===== config.mk =====
export PLATFORM = sky130hd
export DESIGN_NAME = full_adder_serial_ctrl
export DESIGN_NICKNAME = d
export VERILOG_FILES = /design/src/rtl/full_adder_serial_ctrl.sv
export SDC_FILE = /design/constraint.sdc
export NUM_CORES = 1
export LEC_CHECK = 0
export ABC_CLOCK_PERIOD_IN_PS = 1590
export BUFFER_PORTS_ARGS = -buffer_cell sky130_fd_sc_hd__buf_4
export CAP_MARGIN = 20
export CELL_PAD_IN_SITES_DETAIL_PLACEMENT = 1
export CELL_PAD_IN_SITES_GLOBAL_PLACEMENT = 2
export CORE_MARGIN = 5
export CORE_UTILIZATION = 30
export CTS_CLUSTER_DIAMETER = 200
export CTS_CLUSTER_SIZE = 30
export DETAILED_ROUTE_END_ITERATION = 12
export PLACE_DENSITY = 0.71
export SYNTH_ARGS = -nofsm -noshare
export SYNTH_HDL_FRONTEND = slang
export SYNTH_SLANG_ARGS = --single-unit
export TNS_END_PERCENT = 100

===== constraint.sdc =====
create_clock -name clk -period 1.59 [get_ports clk]
set_input_delay 0 -clock clk [delete_from_list [all_inputs] [get_ports clk]]
set_output_delay 0 -clock clk [all_outputs]
set_load 0.01 [all_outputs]

===== src/rtl/full_adder_serial_ctrl.sv =====
// ----------------------------------------------------------------------------
// full_adder_serial_ctrl
//
// Bit-serial adder sequencer. A single 1-bit full-adder slice
// (sum = a^b^cin, carry = majority(a,b,cin)) is time-shared across a WIDTH-bit
// operand pair, LSB first, one bit per clock. Operands are captured on an
// accepted start. The slice is stepped WIDTH times through shift registers and
// a carry flop. The registered result is then presented together with a
// one-cycle done pulse. This is the area-minimal alternative to the
// combinational full adder.
//
// Timing: start accepted at edge k -> busy high for the WIDTH cycles after
// edges k..k+WIDTH-1 -> done high for the cycle after edge k+WIDTH. The next
// start can be accepted at edge k+WIDTH+2.
//
// Optional build macro:
//   FULL_ADDER_SERIAL_SUB_EN - adds the sub_in port. When sub_in=1 the block
//                              computes a - b, using b' = ~b and carry-in = 1.
//                              cout_out=1 then means no borrow. Without the
//                              macro the block is add-only.
//
// Ports:
//   clk       in   1      rising-edge clock
//   rst       in   1      synchronous, active-high reset
//   start     in   1      operation request, sampled only in IDLE
//   a_in      in   WIDTH  operand A, captured on accepted start
//   b_in      in   WIDTH  operand B, captured on accepted start
//   cin_in    in   1      carry-in, captured on accepted start
//   sub_in    in   1      (FULL_ADDER_SERIAL_SUB_EN only) subtract select
//   busy      out  1      high while bits are being processed (RUN)
//   done      out  1      one-cycle result-valid pulse (DONE)
//   sum_out   out  WIDTH  registered sum, held until the next completion
//   cout_out  out  1      registered final carry, held with sum_out
// ----------------------------------------------------------------------------
module full_adder_serial_ctrl #(
    parameter int unsigned WIDTH = 8
) (
    input  logic             clk,
    input  logic             rst,
    input  logic             start,
    input  logic [WIDTH-1:0] a_in,
    input  logic [WIDTH-1:0] b_in,
    input  logic             cin_in,
`ifdef FULL_ADDER_SERIAL_SUB_EN
    input  logic             sub_in,
`endif
    output logic             busy,
    output logic             done,
    output logic [WIDTH-1:0] sum_out,
    output logic             cout_out
);

    // Bit counter width is derived from WIDTH and is never overridden.
    localparam int unsigned CNT_W = $clog2(WIDTH) + 1;

    localparam logic [1:0] IDLE = 2'd0;
    localparam logic [1:0] RUN  = 2'd1;
    localparam logic [1:0] DONE = 2'd2;

    localparam logic [CNT_W-1:0] LAST_CNT = CNT_W'(WIDTH - 1);

    logic [1:0]       state;
    logic [WIDTH-1:0] a_sh;
    logic [WIDTH-1:0] b_sh;
    logic [WIDTH-1:0] sum_sh;
    logic             carry;
    logic [CNT_W-1:0] cnt;

    // Operand values presented to the shift registers on an accepted start.
    logic [WIDTH-1:0] b_load;
    logic             carry_load;

`ifdef FULL_ADDER_SERIAL_SUB_EN
    // Two's-complement subtract: a + ~b + 1. cin_in is ignored in this mode.
    always_comb begin
        b_load     = b_in;
        carry_load = cin_in;
        if (sub_in) begin
            b_load     = ~b_in;
            carry_load = 1'b1;
        end
    end
`else
    always_comb begin
        b_load     = b_in;
        carry_load = cin_in;
    end
`endif

    // Shared full-adder slice operating on the current LSBs.
    logic slice_sum;
    logic slice_carry;

    always_comb begin
        slice_sum   = a_sh[0] ^ b_sh[0] ^ carry;
        slice_carry = (a_sh[0] & b_sh[0]) | (a_sh[0] & carry) | (b_sh[0] & carry);
    end

    // New sum bit enters at the MSB, so after WIDTH steps bit 0 holds the LSB.
    // Written with shifts rather than a part-select so that WIDTH=1 is legal.
    logic [WIDTH-1:0] sum_next;
    logic             last_bit;

    always_comb begin
        sum_next = (sum_sh >> 1) | (WIDTH'(slice_sum) << (WIDTH - 1));
        last_bit = (cnt == LAST_CNT);
    end

    always_ff @(posedge clk) begin
        if (rst) begin
            state    <= IDLE;
            a_sh     <= '0;
            b_sh     <= '0;
            sum_sh   <= '0;
            carry    <= 1'b0;
            cnt      <= '0;
            sum_out  <= '0;
            cout_out <= 1'b0;
        end else begin
            case (state)
                IDLE: begin
                    if (start) begin
                        a_sh  <= a_in;
                        b_sh  <= b_load;
                        carry <= carry_load;
                        cnt   <= '0;
                        state <= RUN;
                    end
                end
                RUN: begin
                    carry  <= slice_carry;
                    sum_sh <= sum_next;
                    a_sh   <= a_sh >> 1;
                    b_sh   <= b_sh >> 1;
                    cnt    <= cnt + CNT_W'(1);
                    if (last_bit) begin
                        // Publish the result only here, so it holds through the next RUN.
                        sum_out  <= sum_next;
                        cout_out <= slice_carry;
                        state    <= DONE;
                    end
                end
                DONE: begin
                    state <= IDLE;
                end
                default: begin
                    state <= IDLE;
                end
            endcase
        end
    end

    // Both are pure decodes of the state register, so neither has a path from an input.
    assign busy = (state == RUN);
    assign done = (state == DONE);

endmodule


==> flow_metrics.env, run 1 <==
export IMPL_syn_num_nets=218
export IMPL_clock_latency_ns=0.29
export IMPL_antenna_found_initial=0
export IMPL_routedWlPerCell_um=14.58
export IMPL_track_usage_pct=12.39
export IMPL_place_congestion=0.7243
export IMPL_min_to="carry$_SDFFE_PP0P_"
export IMPL_fmax_ghz=0.7197
export IMPL_cts_clk_slew_worst_paths_ns=0.07
export IMPL_grt_pass1_wl_mm=7.224
export IMPL_fin_util_pct=37.42
export IMPL_vdd_drop_max_v=0.0002871
export IMPL_p_leak_nw=0.7897
export IMPL_antenna_left=0
export IMPL_vias=1487
export IMPL_fp_dieW_um=85.29
export IMPL_grt_pass1_vias=1546
export IMPL_rrSetupSlack_ns=0.21
export IMPL_worst_pin_slew_ns=0.5682
export IMPL_h_tree_depth=2
export IMPL_crit_path_start_kind="register"
export IMPL_syn_area_um2=1700
export IMPL_tritoncts="done"
export IMPL_critPathKind="register to output pin"
export IMPL_finalClockSkew_ns=0.004360
export IMPL_finalHoldViolCount=0
export IMPL_ys_ff_latch=39
export IMPL_reg2reg_depth=5
export IMPL_grt_max_degree=40
export IMPL_firstDrtPassIters=4
export IMPL_wirelength_mm=4.287
export IMPL_grt_overflow_total=0
export IMPL_setup_tns_ns=0
export IMPL_synth_avg_cell_area_um2=8.675
export IMPL_cts_root_buf="clkbuf_8"
export IMPL_setup_viol=0
export IMPL_drv_slew=0
export IMPL_first_iter_violations=57
export IMPL_drc_errors=0
export IMPL_die_area_um2=7274
export IMPL_status="finished, final reports clean"
export IMPL_initial_core_util_pct=30.88
export IMPL_rsz0062_at_grt="no"
export IMPL_nets=243
export IMPL_maxCapViolCount=0
export IMPL_io_pins=31
export IMPL_synthesis_instances=196
export IMPL_fin_crit_ns=1.389
export IMPL_cp_max_fo=29
export IMPL_ys_types=26
export IMPL_min_period_over_period_pct=87.39
export IMPL_io_buffers=30
export IMPL_via_per_inst=5.058
export IMPL_maxSlewHeadroom_pct=62.08
export IMPL_cp_end_kind="output pin"
export IMPL_syn2layout_area_growth_pct=21.19
export IMPL_layout_drive_gt1_share_pct=22.97
export IMPL_crit_required_ns=1.59
export IMPL_postCtsSetupRepairBufs=0
export IMPL_arrival_ns=1.39
export IMPL_min_from="cin_in"
export IMPL_r2r_end="sum_out[6]$_SDFFE_PP0P_"
export IMPL_numCtsBuffers=5
export IMPL_clockBufferDepth=2
export IMPL_synth_seq_area_share_pct=45.92
export IMPL_clkSinkCount=39
export IMPL_power_density_nw_per_um2=931.7
export IMPL_rows=27
export IMPL_r2r_start="cnt[0]$_SDFFE_PP0P_"
export IMPL_antennaDiodeCount=0
export IMPL_core_um2=5507
export IMPL_dp_hpwl_mm=2.909
export IMPL_die_h_um=85.29
export IMPL_holdPathStages=3
export IMPL_hold_path_class="input pin to register"
export IMPL_yosys_warnings=0
synthesized netlist by cell type (all sizes together):
cell / instances / share of area, %
o2bb2ai: 13 / 6.7
a22oi: 3 / 1.3
inv: 3 / 0.66
or3: 1 / 0.37
ha: 1 / 0.74
o21bai: 1 / 0.44
clkbuf: 8 / 1.8
a21bo: 9 / 5.3
nand2: 19 / 4.2
nand2b: 2 / 0.74
o32a: 1 / 0.59
fa: 1 / 1.2
o22ai: 2 / 0.74
dfxtp: 39 / 46
o21ba: 1 / 0.59
a21oi: 17 / 5.0
and3b: 1 / 0.52
nor2: 34 / 7.5
nor3b: 1 / 0.44
a31oi: 1 / 0.37
a211oi: 17 / 7.5
buf: 10 / 4.2
nand3: 11 / 3.2
report_power, final:
group	total, mW	switching, mW	internal [mW]	leakage [nW]
clock network	0.637	0.329	0.308	0.0422
registers	1.05	0.0308	1.02	0.319
logic	0.229	0.127	0.102	0.428
kinds of logic (layout without fill, tap and decap cells):
logic type | count (synthesis) | in the layout | share of synthesized area, %
buffers and inverters | 21 | 47 | 6.623
adder cells (fa/ha/maj) | 2 | 2 | 1.913
AND/OR/NAND/NOR | 69 | 69 | 17.00
AO/OA/AOI/OAI | 65 | 65 | 28.55
flip-flops | 39 | 39 | 45.92
flip-flops by register name, summed over array words and instances (netlist names):
register / count
state: 2
cout_out: 1
cnt: 4
carry: 1
a_sh: 8
b_sh: 8
sum_sh: 7
sum_out: 8
worst max path at each step:
stage / startpoint / to / slack (ns) / cells after the start
4_1_cts: state[0]$_SDFFE_PP0P_ / busy / 0.06 / 3
3_3_place_gp: state[0]$_SDFFE_PP0P_ / sum_out[2]$_SDFFE_PP0P_ / 0.25 / 4
5_1_grt: state[0]$_SDFFE_PP0P_ / busy / 0.04 / 3
2_1_floorplan: cnt[0]$_SDFFE_PP0P_ / cout_out$_SDFFE_PP0P_ / 0.29 / 5
6_report: state[0]$_SDFFE_PP0P_ / busy / 0.20 / 3
3_5_place_dp: state[0]$_SDFFE_PP0P_ / sum_out[5]$_SDFFE_PP0P_ / 0.16 / 4
critical path: stages, from the launching register on:
cell and delay [ns]:
dfxtp_1 0.49, nand2b_1 0.18, inv_4 0.26, buf_4 0.18
area by class of cell:
type	instances	area, µm²
sequential	39	780.7
fill	656	3446
multi-input combinational	136	807.0
tap	72	90.09
inverter	3	13.76
clock inverter	1	5.005
timing repair buffer	36	287.8
clock buffer	7	76.32
what timing repair did:
item / 4_1_cts / 5_1_grt
hold endpoints to repair: 2 / 0
resized for setup: 0 / 2
setup endpoints to repair: 0 / 1
hold buffers: 2 / 0
metrics by stage:
stage               std cells  total power [mW]  hold slack, ns  area, µm²  worst slack [ns]
finish                    294             1.920         0.07671       2061            0.2006
floorplan                 196             1.232          0.1483       1700            0.2891
detailed placement        284             1.305          0.2514       1957            0.1647
CTS                       294             1.960         0.06866       2058           0.05943
global route              294             2.037         0.07572       2061           0.03697
global placement          284             1.295          0.2447       1957            0.2469
layout by cell type, fill, tap and decap left out:
cell type      instances
dfxtp_1               39
nor2_1                34
buf_4                 33
nand2_1               19
a211oi_1              17
a21oi_1               17
o2bb2ai_1             13
nand3_1               11
a21bo_2                9
clkbuf_8               5
a22oi_1                3
nand2b_1               2
inv_1                  2
o22ai_1                2
clkbuf_1               2
dlygate4sd3_1          2
inv_4                  1
o21ba_2                1
and3b_1                1
o21bai_1               1
nor3b_1                1
or3_1                  1
a31oi_1                1
o32a_1                 1
fa_1                   1
ha_1                   1
clkinv_2               1
buf_12                 1
metal layers:
| metal | up-vias | wire length, µm | part of all wire [%] | global-route usage (%) |
|---|---|---|---|---|
| li1 | 743 | - | - | - |
| met2 | 27 | 2171 | 51 | 21.12 |
| met5 | - | 0 | 0 | 0 |
| met3 | 2 | 175 | 4.1 | 4.563 |
| met1 | 715 | 1919 | 45 | 14.14 |
| met4 | 0 | 21 | 0.49 | 4.460 |
No activity file was read; power rests on OpenSTA's default activity.
==> inputs of run 2 (changes only) <==
--- a/config.mk
+++ b/config.mk
@@ -9,14 +9,15 @@
 export BUFFER_PORTS_ARGS = -buffer_cell sky130_fd_sc_hd__buf_4
 export CAP_MARGIN = 20
 export CELL_PAD_IN_SITES_DETAIL_PLACEMENT = 1
-export CELL_PAD_IN_SITES_GLOBAL_PLACEMENT = 2
+export CELL_PAD_IN_SITES_GLOBAL_PLACEMENT = 1
 export CORE_MARGIN = 5
 export CORE_UTILIZATION = 30
 export CTS_CLUSTER_DIAMETER = 200
 export CTS_CLUSTER_SIZE = 30
 export DETAILED_ROUTE_END_ITERATION = 12
-export PLACE_DENSITY = 0.71
+export GPL_ROUTABILITY_DRIVEN = 0
+export PLACE_DENSITY = 0.59
 export SYNTH_ARGS = -nofsm -noshare
 export SYNTH_HDL_FRONTEND = slang
 export SYNTH_SLANG_ARGS = --single-unit
-export TNS_END_PERCENT = 100
+export TNS_END_PERCENT = 30
==> flow_metrics.env, run 2 (synthesis gave the netlist of run 1 again) <==
export IMPL_power_density_nw_per_um2=936.0
export IMPL_clkPwrFrac_pct=33.6
export IMPL_numCtsBuffers=5
export IMPL_core_um2=5507
export IMPL_io_buffers=30
export IMPL_post_place_ws_ns=0.1619
export IMPL_drc_errors=0
export IMPL_dp_cells=285
export IMPL_rsz0062_at_grt="no"
export IMPL_postCtsSetupRepairBufs=0
export IMPL_swShare_pct=25.87
export IMPL_grt_overflow_total=0
export IMPL_fmax_ghz=0.6905
export IMPL_antenna_left=0
export IMPL_arrival_ns=1.67
export IMPL_finalHoldViolCount=0
export IMPL_critPathKind="register to register"
export IMPL_vdd_drop_max_v=0.0002673
export IMPL_final_cell_mix="dfxtp_1 (39), nor2_1 (34), buf_4 (34)"
export IMPL_fin_util_pct=37.56
export IMPL_grt_max_degree=40
export IMPL_maxSlewHeadroom_pct=62.30
export IMPL_tritoncts="done"
export IMPL_fp_dieW_um=85.29
export IMPL_drv_slew=0
export IMPL_syn2layout_area_growth_pct=21.63
export IMPL_die_h_um=85.29
export IMPL_setup_tns_ns=0
export IMPL_path_cells="ha_1, and3b_1, buf_12, a21bo_2, a21oi_1"
export IMPL_routedWlPerCell_um=14.51
export IMPL_finalClockSkew_ns=0.006055
export IMPL_layout_drive_gt1_share_pct=23.32
export IMPL_hold_path_class="input pin to register"
export IMPL_rows=27
export IMPL_top_usage_layer="met2"
export IMPL_io_pins=31
export IMPL_vias=1466
export IMPL_p_leak_nw=0.7948
export IMPL_finalNonFillerCells=295
export IMPL_first_iter_violations=27
export IMPL_worst_pin_slew_ns=0.5649
export IMPL_dp_hpwl_mm=2.999
export IMPL_fin_crit_ns=1.448
export IMPL_firstDrtPassIters=4
export IMPL_internal_power_mw=1.435
export IMPL_use_met1_pct=14.28
export IMPL_antenna_found_initial=0
export IMPL_cts_clk_slew_worst_paths_ns=0.08
export IMPL_wirelength_mm=4.281
export IMPL_final_setup_worst_slack_ns=0.1418
export IMPL_setup_viol=0
export IMPL_grt_use_met3_pct=3.689
export IMPL_initial_core_util_pct=30.88
export IMPL_clock_latency_ns=0.29
export IMPL_min_period_over_period_pct=91.08
export IMPL_track_usage_pct=12.14
export IMPL_status="finished, final reports clean"
export IMPL_crit_required_ns=1.81
export IMPL_grt_pass1_vias=1516
export IMPL_grt_pass1_wl_mm=7.113
export IMPL_maxCapViolCount=0
export IMPL_antennaDiodeCount=0
export IMPL_cpPeakStageDelay_ns=0.34
export IMPL_crit_path_start_kind="register"
export IMPL_die_area_um2=7274
export IMPL_h_tree_depth=2
export IMPL_combPwrFrac_pct=11.9
export IMPL_seqPwrFrac_pct=54.5
export IMPL_cts_root_buf="clkbuf_8"
export IMPL_layout_commonest_cell="dfxtp_1"
export IMPL_nets=244
export IMPL_cp_slowest_cell="dfxtp_1"
export IMPL_clkSinkCount=39
export IMPL_cp_end_kind="register"
export IMPL_via_per_inst=4.969
export IMPL_reg_top3="a_sh x8, b_sh x8, sum_out x8"
export IMPL_power_switching_mw=0.5008
export IMPL_grt_use_met2_pct=20.97
export IMPL_cp_max_fo=16
export IMPL_clockBufferDepth=2
[run 2: area by class of cell]
type	instances	area (µm²)
Timing Repair Buffer	37	295.3
Clock inverter	1	5.005
Fill cell	672	3438
Inverter	3	13.76
Sequential cell	39	780.7
Clock buffer	7	76.32
Multi-Input combinational cell	136	807.0
Tap cell	72	90.09
[run 2: what timing repair did]
action | 4_1_cts | 5_1_grt
endpoints found under the setup margin | 0 | 1
endpoints found under the hold margin | 2 | 0
resized for setup | 0 | 2
hold buffers | 2 | 0
[run 2: final timing paths]
path	cells after the start	startpoint	slack (ns)	endpoint
setup / recovery	5	cnt[0]$_SDFFE_PP0P_	0.14	sum_out[6]$_SDFFE_PP0P_
setup reg to reg	5	cnt[0]$_SDFFE_PP0P_	0.14	sum_out[6]$_SDFFE_PP0P_
hold reg to reg	2	sum_sh[5]$_SDFFE_PP0N_	0.48	sum_sh[4]$_SDFFE_PP0N_
hold / removal	3	b_in[1]	0.07	b_sh[1]$_SDFFE_PP0P_
[run 2: through the flow]
step | hold WS, ns | total power, mW | area (µm²)
floorplan | 0.1483 | 1.232 | 1700
CTS | 0.06106 | 1.966 | 2066
finish | 0.07420 | 1.936 | 2068
global placement | 0.2426 | 1.298 | 1964
detailed placement | 0.2565 | 1.308 | 1964
global route | 0.09725 | 2.044 | 2068
[run 2: power by group through the flow]
stage / Sequential [mW] / Clock, mW / Combinational, mW
floorplan: 1.07 / 0 / 0.165
global placement: 1.08 / 0 / 0.222
detailed placement: 1.08 / 0 / 0.231
CTS: 1.05 / 0.676 / 0.235
global route: 1.06 / 0.721 / 0.263
finish: 1.05 / 0.650 / 0.231
[run 2: critical path, delay by kind of cell, from the launching register on]
family | cells | cell delay [ns]
AO/OA/AOI/OAI | 2 | 0.35
flip-flops | 1 | 0.34
AND/OR/NAND/NOR | 1 | 0.26
adder cells (fa/ha/maj) | 1 | 0.24
buffers and inverters | 1 | 0.18
[run 2: metal layers]
layer	up-vias	routed length, µm	part of all wire [%]
met5	-	0	0
met4	0	49	1.1
met3	5	230	5.4
met2	34	2059	48
met1	686	1943	45
li1	741	-	-
